===== src/rtl/dht11_scheduler.sv =====
// dht11_scheduler
//   Sequences the DHT11 reader block: merges periodic auto-triggers with host
//   requests, enforces the minimum inter-read gap, aborts hung reads by
//   timeout, retries failed reads and publishes validated results.
//
// Ports
//   clk, rst_n            system clock, synchronous active-low reset
//   enable                periodic auto-trigger enable (level)
//   req_cmd               host measurement request (single-cycle pulse)
//   sens_start            one-cycle start strobe to the reader
//   sens_rst_n            active-low reader reset, pulsed to abort a hung read
//   sens_ready            reader completion flag (level)
//   sens_data             reader result {temp, hum}; 0 means checksum failure
//   temp, hum             last good reading
//   meas_valid            one-cycle pulse: temp/hum updated
//   meas_err              one-cycle pulse: request abandoned after retries
//   err_code              last failure cause: 00 none, 01 timeout, 10 checksum
//   busy                  high whenever the controller is not idle
module dht11_scheduler #(
  parameter int unsigned PERIOD_CYCLES  = 200_000_000,
  parameter int unsigned MIN_GAP_CYCLES = 100_000_000,
  parameter int unsigned TIMEOUT_CYCLES = 30_000_000,
  parameter int unsigned MAX_RETRY      = 2
) (
  input  logic        clk,
  input  logic        rst_n,
  input  logic        enable,
  input  logic        req_cmd,
  output logic        sens_start,
  output logic        sens_rst_n,
  input  logic        sens_ready,
  input  logic [15:0] sens_data,
  output logic [7:0]  temp,
  output logic [7:0]  hum,
  output logic        meas_valid,
  output logic        meas_err,
  output logic [1:0]  err_code,
  output logic        busy
);

  localparam logic [31:0] PER_LAST = 32'(PERIOD_CYCLES - 1);
  localparam logic [31:0] GAP_SAT  = 32'(MIN_GAP_CYCLES);
  localparam logic [31:0] TMO_LAST = 32'(TIMEOUT_CYCLES - 1);
  localparam logic [2:0]  RETRY_LIM = 3'(MAX_RETRY);

  typedef enum logic [2:0] {
    IDLE, TRIG, WAIT, ABORT, CHECK, RETRY, GAP
  } state_t;

  state_t      state, state_nx;
  logic [31:0] per_cnt;
  logic [31:0] gap_cnt;
  logic [31:0] tmo_cnt;
  logic        pend_auto, pend_cmd;
  logic        ready_q;
  logic        abort_cnt;
  logic [2:0]  retry_cnt;
  logic [15:0] cap;

  logic gap_ok, ready_rise, tmo_hit, trig_entry, per_wrap, cap_good, retry_more;

  assign gap_ok     = (gap_cnt == GAP_SAT);
  assign ready_rise = sens_ready & ~ready_q;
  assign tmo_hit    = (tmo_cnt == TMO_LAST);
  assign per_wrap   = enable && (per_cnt == PER_LAST);
  assign cap_good   = (cap != 16'h0000);
  assign retry_more = (retry_cnt < RETRY_LIM);
  // TRIG never loops on itself, so any cycle heading into TRIG is an entry.
  assign trig_entry = (state_nx == TRIG);
  assign busy       = (state != IDLE);

  always_comb begin
    state_nx = state;
    unique case (state)
      IDLE:    if ((pend_auto | pend_cmd) && gap_ok) state_nx = TRIG;
      TRIG:    state_nx = WAIT;
      // A ready edge arriving on the timeout cycle still counts as success.
      WAIT:    if (ready_rise)   state_nx = CHECK;
               else if (tmo_hit) state_nx = ABORT;
      ABORT:   if (abort_cnt)    state_nx = RETRY;
      CHECK:   state_nx = cap_good ? IDLE : RETRY;
      RETRY:   state_nx = retry_more ? GAP : IDLE;
      GAP:     if (gap_ok)       state_nx = TRIG;
      default: state_nx = IDLE;
    endcase
  end

  always_ff @(posedge clk) begin
    if (!rst_n) begin
      state <= IDLE;
    end else begin
      state <= state_nx;
    end
  end

  always_ff @(posedge clk) begin
    if (!rst_n) begin
      per_cnt    <= '0;
      gap_cnt    <= '0;
      tmo_cnt    <= '0;
      pend_auto  <= 1'b0;
      pend_cmd   <= 1'b0;
      ready_q    <= 1'b0;
      abort_cnt  <= 1'b0;
      retry_cnt  <= '0;
      cap        <= '0;
      sens_start <= 1'b0;
      sens_rst_n <= 1'b1;
      temp       <= '0;
      hum        <= '0;
      meas_valid <= 1'b0;
      meas_err   <= 1'b0;
      err_code   <= '0;
    end else begin
      ready_q <= sens_ready;

      if (!enable || per_wrap) per_cnt <= '0;
      else                     per_cnt <= per_cnt + 32'd1;

      // Clearing on TRIG entry wins over a same-cycle request: the read
      // being launched already covers it.
      if (trig_entry)    pend_auto <= 1'b0;
      else if (per_wrap) pend_auto <= 1'b1;
      if (trig_entry)    pend_cmd <= 1'b0;
      else if (req_cmd)  pend_cmd <= 1'b1;

      if (trig_entry)          gap_cnt <= '0;
      else if (!gap_ok)        gap_cnt <= gap_cnt + 32'd1;

      if (state == TRIG)       tmo_cnt <= '0;
      else if (state == WAIT)  tmo_cnt <= tmo_cnt + 32'd1;

      if (state == ABORT) abort_cnt <= ~abort_cnt;
      else                abort_cnt <= 1'b0;

      if (state == WAIT && ready_rise) cap <= sens_data;

      sens_start <= (state == TRIG);
      sens_rst_n <= (state != ABORT);
      meas_valid <= (state == CHECK) && cap_good;
      meas_err   <= (state == RETRY) && !retry_more;

      if (state == WAIT && !ready_rise && tmo_hit) err_code <= 2'b01;

      if (state == CHECK) begin
        if (cap_good) begin
          temp      <= cap[15:8];
          hum       <= cap[7:0];
          err_code  <= 2'b00;
          retry_cnt <= '0;
        end else begin
          err_code  <= 2'b10;
        end
      end

      if (state == RETRY) begin
        if (retry_more) retry_cnt <= retry_cnt + 3'd1;
        else            retry_cnt <= '0;
      end
    end
  end

endmodule


===== config.mk =====
export PLATFORM = sky130hd
export DESIGN_NAME = dht11_scheduler
export DESIGN_NICKNAME = d
export VERILOG_FILES = /design/src/rtl/dht11_scheduler.sv
export SDC_FILE = /design/constraint.sdc
export NUM_CORES = 1
export LEC_CHECK = 0
export BUFFER_PORTS_ARGS = -buffer_cell sky130_fd_sc_hd__buf_4
export CAP_MARGIN = 20
export CORE_MARGIN = 2
export CORE_UTILIZATION = 45
export DETAILED_ROUTE_END_ITERATION = 10
export SLEW_MARGIN = 25
export SYNTH_ARGS = -nofsm -noshare
export SYNTH_HDL_FRONTEND = slang
export SYNTH_SLANG_ARGS = --single-unit
export TNS_END_PERCENT = 1

===== constraint.sdc =====
create_clock -name clk -period 2.3 [get_ports clk]
set_input_delay 0.23 -clock clk [delete_from_list [all_inputs] [get_ports clk]]
set_output_delay 0.23 -clock clk [all_outputs]
set_load 0.1 [all_outputs]

==> run summary, run 1 <==
initial antenna violation count: 0
Final Non-Filler Cells: 951
DRT Wirelength: 12610 um
sequential area share after synthesis: 45.71%
Top FF cell, synth: dfxtp_1
Distinct cells, synth: 53
CP startpoint kind: flip-flop
Min-Delay Path Class: in -> reg
port buffer count: 43
asr flop ratio synth: 0%
FF+latch count, synth: 144
post-synth top area cell: dfxtp_1
final hold viol count: 0
Final Net Count: 784
Area growth syn-to-layout: 20.36%
total grt overflow: 0
share of cells above drive strength 1: 14.40%
first-pass GRT wire length: 21530 um
Syn Nets: 723
Clk pin slew, worst setup/hold paths: 0.06 ns
pwr/cell area: 741.0 nW/um^2
commonest non-fill, non-tap cells in the layout: dfxtp_1, nor2_1, nand2_1
CP Capture Type: flip-flop
Max Cap Viol: 0
CTS tree: done
Final Max Slew Viols: 0
final setup vio count: 0
CTS sink count: 144
final worst path period share: 91.88%
Die ar.: 14980 um^2
worst-margin pin slew: 0.6325 ns
Yosys warnings: 0
r2r setup slk: 0.19 ns
Sum Neg Setup Slack: 0 ns
I/O pins: 44
chip height: 122.4 um
crit-path max FO: 16
kind of critical path: reg -> reg
Worst Min Path Start: req_cmd
CTS buffer count: 17
Required @ worst endpoint: 2.60 ns
# Post-CTS Setup Buffers: 0
average vias per placed instance: 5.175
Yosys top cell area share: 45.71%
R2R depth: 9
ANT nets after route: 0
vias in the first global route: 4728
chip width: 122.4 um
most common cell after layout, fill and taps aside: dfxtp_1
largest net degree at the start of global routing: 69
row count: 43
CTS H-tree lvls: 4
maximum VDD drop: 0.5152 mV
top area cells in the synthesized netlist: dfxtp_1, xor2_1, nor2_1
clk_skew: 0.008060 ns
via count: 4921
clock tree buffer depth: 2
Clock Root Buffer: clkbuf_16
outcome: complete, no violations
worst hold path cell count: 3
FF-to-FF Start: gap_cnt[0]$_SDFFE_PP0N_
GP Congestion: 0.7850
Initial DRC Count: 195
Inserted Diodes: 0
insertion delay to the later sink of the worst-skew pair: 0.42 ns
relative slew slack: 57.51%
Cells after Synth: 697
# placed instances: 919
Pleak: 2.790 nW
Mapped Area: 6306 um^2
fin crit period: 2.113 ns
starting density of the core: 45.78%
Worst R2R End: gap_cnt[23]$_SDFFE_PP0N_
wire per inst: 13.26 um
Post-synth EDFFs: 0
Detailed Routing Iterations Pass 1: 4
core area: 13770 um^2
Avg Cell Area, Syn: 9.047 um^2
hpwl dp: 8622 um
Peak Freq: 0.4732 GHz
drc violations: 0
Worst Hold End: pend_cmd$_SDFFE_PP0P_
GRT Total Usage: 17.89%
unrepaired setup endpoints after global routing: no
crit path DAT: 2.42 ns
final cells by class:
class	count	area, um^2
fillers	1269	6183
well taps	180	225.2
inverters	11	41.29
repair buffers	65	504.2
flip-flops and latches	144	2883
clock inverters	10	181.4
clock buffers	22	464.2
multi-input cells	519	3291
power by group:
group | switching (mW) | internal [mW] | total, mW
sequential | 0.00772 | 2.50 | 2.51
clock | 1.02 | 1.98 | 3.00
combinational | 0.0577 | 0.0545 | 0.112
total | 1.09 | 4.54 | 5.62
logic make-up after synthesis:
| group | share of synthesized area, % |
|---|---|
| compound gates | 6.409 |
| xor+xnor | 11.25 |
| fa+ha+maj | 0.9921 |
| buf+inv | 2.322 |
| flops | 45.71 |
| mux | 2.877 |
| simple gates | 30.44 |
state kept, by name, indices dropped and copies added, names as in the netlist:
name        cells
gap_cnt        32
meas_err        1
meas_valid      1
sens_start      1
state           3
ready_q         1
err_code        2
cap            16
per_cnt        32
tmo_cnt        32
pend_auto       1
retry_cnt       3
abort_cnt       1
temp            8
pend_cmd        1
sens_rst_n      1
hum             8
worst max-delay path, cell delays in order, from the launching register on:
cell and delay (ns):
dfxtp_1 0.32, inv_1 0.09, ha_1 0.14, nor4b_2 0.17
nand4_1 0.19, nor3_4 0.31, o21bai_1 0.15, o41ai_4 0.34
buf_6 0.21, nor2_1 0.06
Yosys cell counts (all sizes together), types with 8 or more instances:
master,n
a21boi,19
a21oi,8
and2,24
and3,18
and4,11
buf,10
clkbuf,13
dfxtp,144
inv,11
mux2i,17
nand2,67
nand3,37
nand4,26
nor2,91
nor2b,29
nor3,11
nor4,17
o21ai,14
or3,8
xnor2,35
xor2,46
worst max-delay path by stage:
stage | from | end | slack (ns) | cells after the start
5_1_grt | gap_cnt[0]$_SDFFE_PP0N_ | gap_cnt[13]$_SDFFE_PP0N_ | 0.01 | 9
3_5_place_dp | state[1]$_SDFF_PN0_ | gap_cnt[1]$_SDFFE_PP0N_ | 0.09 | 7
4_1_cts | state[1]$_SDFF_PN0_ | gap_cnt[23]$_SDFFE_PP0N_ | 0.09 | 7
6_report | gap_cnt[0]$_SDFFE_PP0N_ | gap_cnt[23]$_SDFFE_PP0N_ | 0.19 | 9
3_3_place_gp | gap_cnt[0]$_SDFFE_PP0N_ | gap_cnt[8]$_SDFFE_PP0N_ | 0.13 | 9
2_1_floorplan | state[0]$_SDFF_PN0_ | gap_cnt[22]$_SDFFE_PP0N_ | 0.12 | 8
stage by stage:
stage          power [mW]  setup WS (ns)  area [um^2]  hold WS [ns]  util (%)
4_1_cts             5.684        0.08537         7577      0.005158     55.01
6_report            5.624         0.1867         7590       0.01937     55.11
3_5_place_dp        2.680        0.09301         6932        0.4341     50.33
3_3_place_gp        2.677         0.1325         6932        0.4339     50.33
5_1_grt             5.817        0.01057         7590       0.02148     55.11
2_1_floorplan       2.628         0.1168         6309        0.3458         -
per-layer routing:
layer	up-vias	GRT usage, %	share of wire (%)
met4	0	5.819	0.94
met5	-	0	0
met1	2327	22.81	48
met3	10	4.740	3.3
met2	62	29.44	48
li1	2522	-	-
what timing repair did:
| item | in CTS | in global routing |
|---|---|---|
| hold buffers | 0 | 0 |
| endpoints found under the setup margin | 0 | 16 |
| gates resized for setup | 0 | 2 |
Power figures use the tool's default switching activity.
==> run 2: changes to the inputs <==
--- a/config.mk
+++ b/config.mk
@@ -9,6 +9,7 @@
 export CAP_MARGIN = 20
 export CORE_MARGIN = 2
 export CORE_UTILIZATION = 45
+export CTS_BUF_LIST = sky130_fd_sc_hd__clkbuf_16
 export DETAILED_ROUTE_END_ITERATION = 10
 export SLEW_MARGIN = 25
 export SYNTH_ARGS = -nofsm -noshare
==> constraint.sdc (replaced) <==
create_clock -name clk -period 2.4 [get_ports clk]
set_input_delay 0.24 -clock clk [delete_from_list [all_inputs] [get_ports clk]]
set_output_delay 0.24 -clock clk [all_outputs]
set_load 0.1 [all_outputs]
==> run 2 against run 1 <==
Count of clock-buffer cells in the layout is 5 lower. Routed wire length grew 1.8%. Critical path depth fell by 4. Maximum frequency shrank 4.2%.
==> run summary, run 2 (synthesis gave the netlist of run 1 again) <==
CTS sink count: 144 (unchanged)
initial antenna violation count: 0 (unchanged)
Initial DRC Count: 254 (was 195)
GP Congestion: 0.7759 (was 0.7850)
relative slew slack: 51.36% (was 57.51%)
hold buffer count at CTS: 0 (unchanged)
wire per inst: 13.61 um (was 13.26 um)
post-route setup slack: 0.1949 ns (was 0.1867 ns)
clk_skew: 0.008875 ns (was 0.008060 ns)
clock tree buffer depth: 2 (unchanged)
vias in the first global route: 4792 (was 4728)
chip height: 122.4 um (unchanged)
worst-margin pin slew: 0.7229 ns (was 0.6325 ns)
final setup vio count: 0 (unchanged)
Sum Neg Setup Slack: 0 ns (unchanged)
starting density of the core: 45.78% (unchanged)
fin crit period: 2.205 ns (was 2.113 ns)
slowest CP cell: or4b_4 (was o41ai_4)
CP Capture Type: flip-flop (unchanged)
Min-Delay Path Class: in -> reg (unchanged)
CTS H-tree lvls: 4 (unchanged)
maximum VDD drop: 0.5245 mV (was 0.5152 mV)
ANT nets after route: 0 (unchanged)
CTS buffer count: 17 (unchanged)
Max Cap Viol: 0 (unchanged)
fill count: 1280 (was 1269)
Inserted Diodes: 0 (unchanged)
Die ar.: 14980 um^2 (unchanged)
Peak Freq: 0.4535 GHz (was 0.4732 GHz)
CP Cell Sequence: nand4_1 > or4b_4 > nor4_4 > nand4_1 > mux2_2 (was inv_1 > ha_1 > nor4b_2 > nand4_1 > nor3_4 > o21bai_1 > o41ai_4 > buf_6 > nor2_1)
kind of critical path: reg -> reg (unchanged)
average vias per placed instance: 5.173 (was 5.175)
first-pass GRT wire length: 22140 um (was 21530 um)
GRT Total Usage: 18.53% (was 17.89%)
chip width: 122.4 um (unchanged)
Required @ worst endpoint: 2.70 ns (was 2.60 ns)
crit path DAT: 2.51 ns (was 2.42 ns)
Pleak: 2.738 nW (was 2.790 nW)
CP startpoint kind: flip-flop (unchanged)
crit-path leading delay family: simple AND/OR/NAND/NOR gates (unchanged)
share of cells above drive strength 1: 13.37% (was 14.40%)
Clock Root Buffer: clkbuf_16 (unchanged)
via count: 4878 (was 4921)
crit path buf inv count: 0 (was 2)
core area: 13770 um^2 (unchanged)
largest net degree at the start of global routing: 69 (unchanged)
Area growth syn-to-layout: 18.43% (was 20.36%)
Final Non-Filler Cells: 943 (was 951)
most numerous cell on the critical path: nand4_1
Final Max Slew Viols: 0 (unchanged)
row count: 43 (unchanged)
slowest cell delay on critical path: 0.56 ns (was 0.34 ns)
Clk pin slew, worst setup/hold paths: 0.06 ns (about the same)
Detailed Routing Iterations Pass 1: 5 (was 4)
hpwl dp: 8748 um (was 8622 um)
port buffer count: 43 (unchanged)
CTS tree: done (unchanged)
drc violations: 0 (unchanged)
hold_ws: 0.03041 ns (was 0.01937 ns)
outcome: complete, no violations (unchanged)
crit-path max FO: 10 (was 16)
Final Net Count: 780 (was 784)
final hold viol count: 0 (unchanged)
post-place setup slack: 0.1910 ns (was 0.09301 ns)
# placed instances: 912 (was 919)
DRT Wirelength: 12840 um (was 12610 um)
Largest regs: gap_cnt x32, per_cnt x32, tmo_cnt x32 (unchanged)
I/O pins: 44 (unchanged)
utilization after layout: 54.22% (was 55.11%)
unrepaired setup endpoints after global routing: no (unchanged)
commonest non-fill, non-tap cells in the layout: dfxtp_1, nor2_1, nand2_1 (unchanged)
pwr/cell area: 671.8 nW/um^2 (was 741.0 nW/um^2)
total grt overflow: 0 (unchanged)
final worst path period share: 91.88% (about the same)
insertion delay to the later sink of the worst-skew pair: 0.42 ns (about the same)
most common cell after layout, fill and taps aside: dfxtp_1 (unchanged)
-- run 2: per-stage QoR --
step / power, mW / instance area (um^2)
finish: 5.018 / 7468
global route: 5.203 / 7468
CTS: 5.087 / 7432
detailed placement: 2.567 / 6879
global placement: 2.564 / 6879
floorplan: 2.519 / 6309
-- run 2: timing repair --
| action | 4_1_cts | 5_1_grt |
|---|---|---|
| resized for setup | 0 | 2 |
| buffers inserted | 0 | 3 |
| setup endpoints to repair | 0 | 16 |
-- run 2: report_power, final --
part	switching, mW	leakage (nW)	total (mW)	internal, mW
Sequential	0.00698	1.16	2.41	2.40
Combinational	0.0562	1.30	0.108	0.0515
Clock	0.917	0.279	2.50	1.59
Total	0.980	2.74	5.02	4.04
-- run 2: path summary, 6_finish.rpt --
kind	depth (start not counted)	end	slack, ns	startpoint
max	5	tmo_cnt[29]$_SDFFE_PP0P_	0.19	state[1]$_SDFF_PN0_
min	3	pend_cmd$_SDFFE_PP0P_	0.03	req_cmd
max reg2reg	5	tmo_cnt[29]$_SDFFE_PP0P_	0.19	state[1]$_SDFF_PN0_
min reg2reg	1	abort_cnt$_SDFF_PN0_	0.45	abort_cnt$_SDFF_PN0_
-- run 2: worst reg2reg max path: cells and delay by family (launching register included) --
kind / cells / cell delay [ns]
flops: 1 / 0.49
mux: 1 / 0.29
simple gates: 4 / 1.31
-- run 2: routing by layer --
metal | vias up | global-route usage, % | share of wire [%]
met5 | - | 0 | 0
met4 | 0 | 6.034 | 0.72
met3 | 9 | 5.158 | 3.8
met2 | 61 | 30.80 | 48
met1 | 2300 | 23.22 | 47
li1 | 2508 | - | -
-- run 2: final cells by class --
class,count,area (um^2),share of cell area [%]
multi-input combinational,519,3296,44.13
sequential,144,2883,38.60
tap,180,225.2,3.016
inverter,11,41.29,0.5529
timing repair buffer,61,470.5,6.299
clock buffer,17,425.4,5.696
clock inverter,11,127.6,1.709
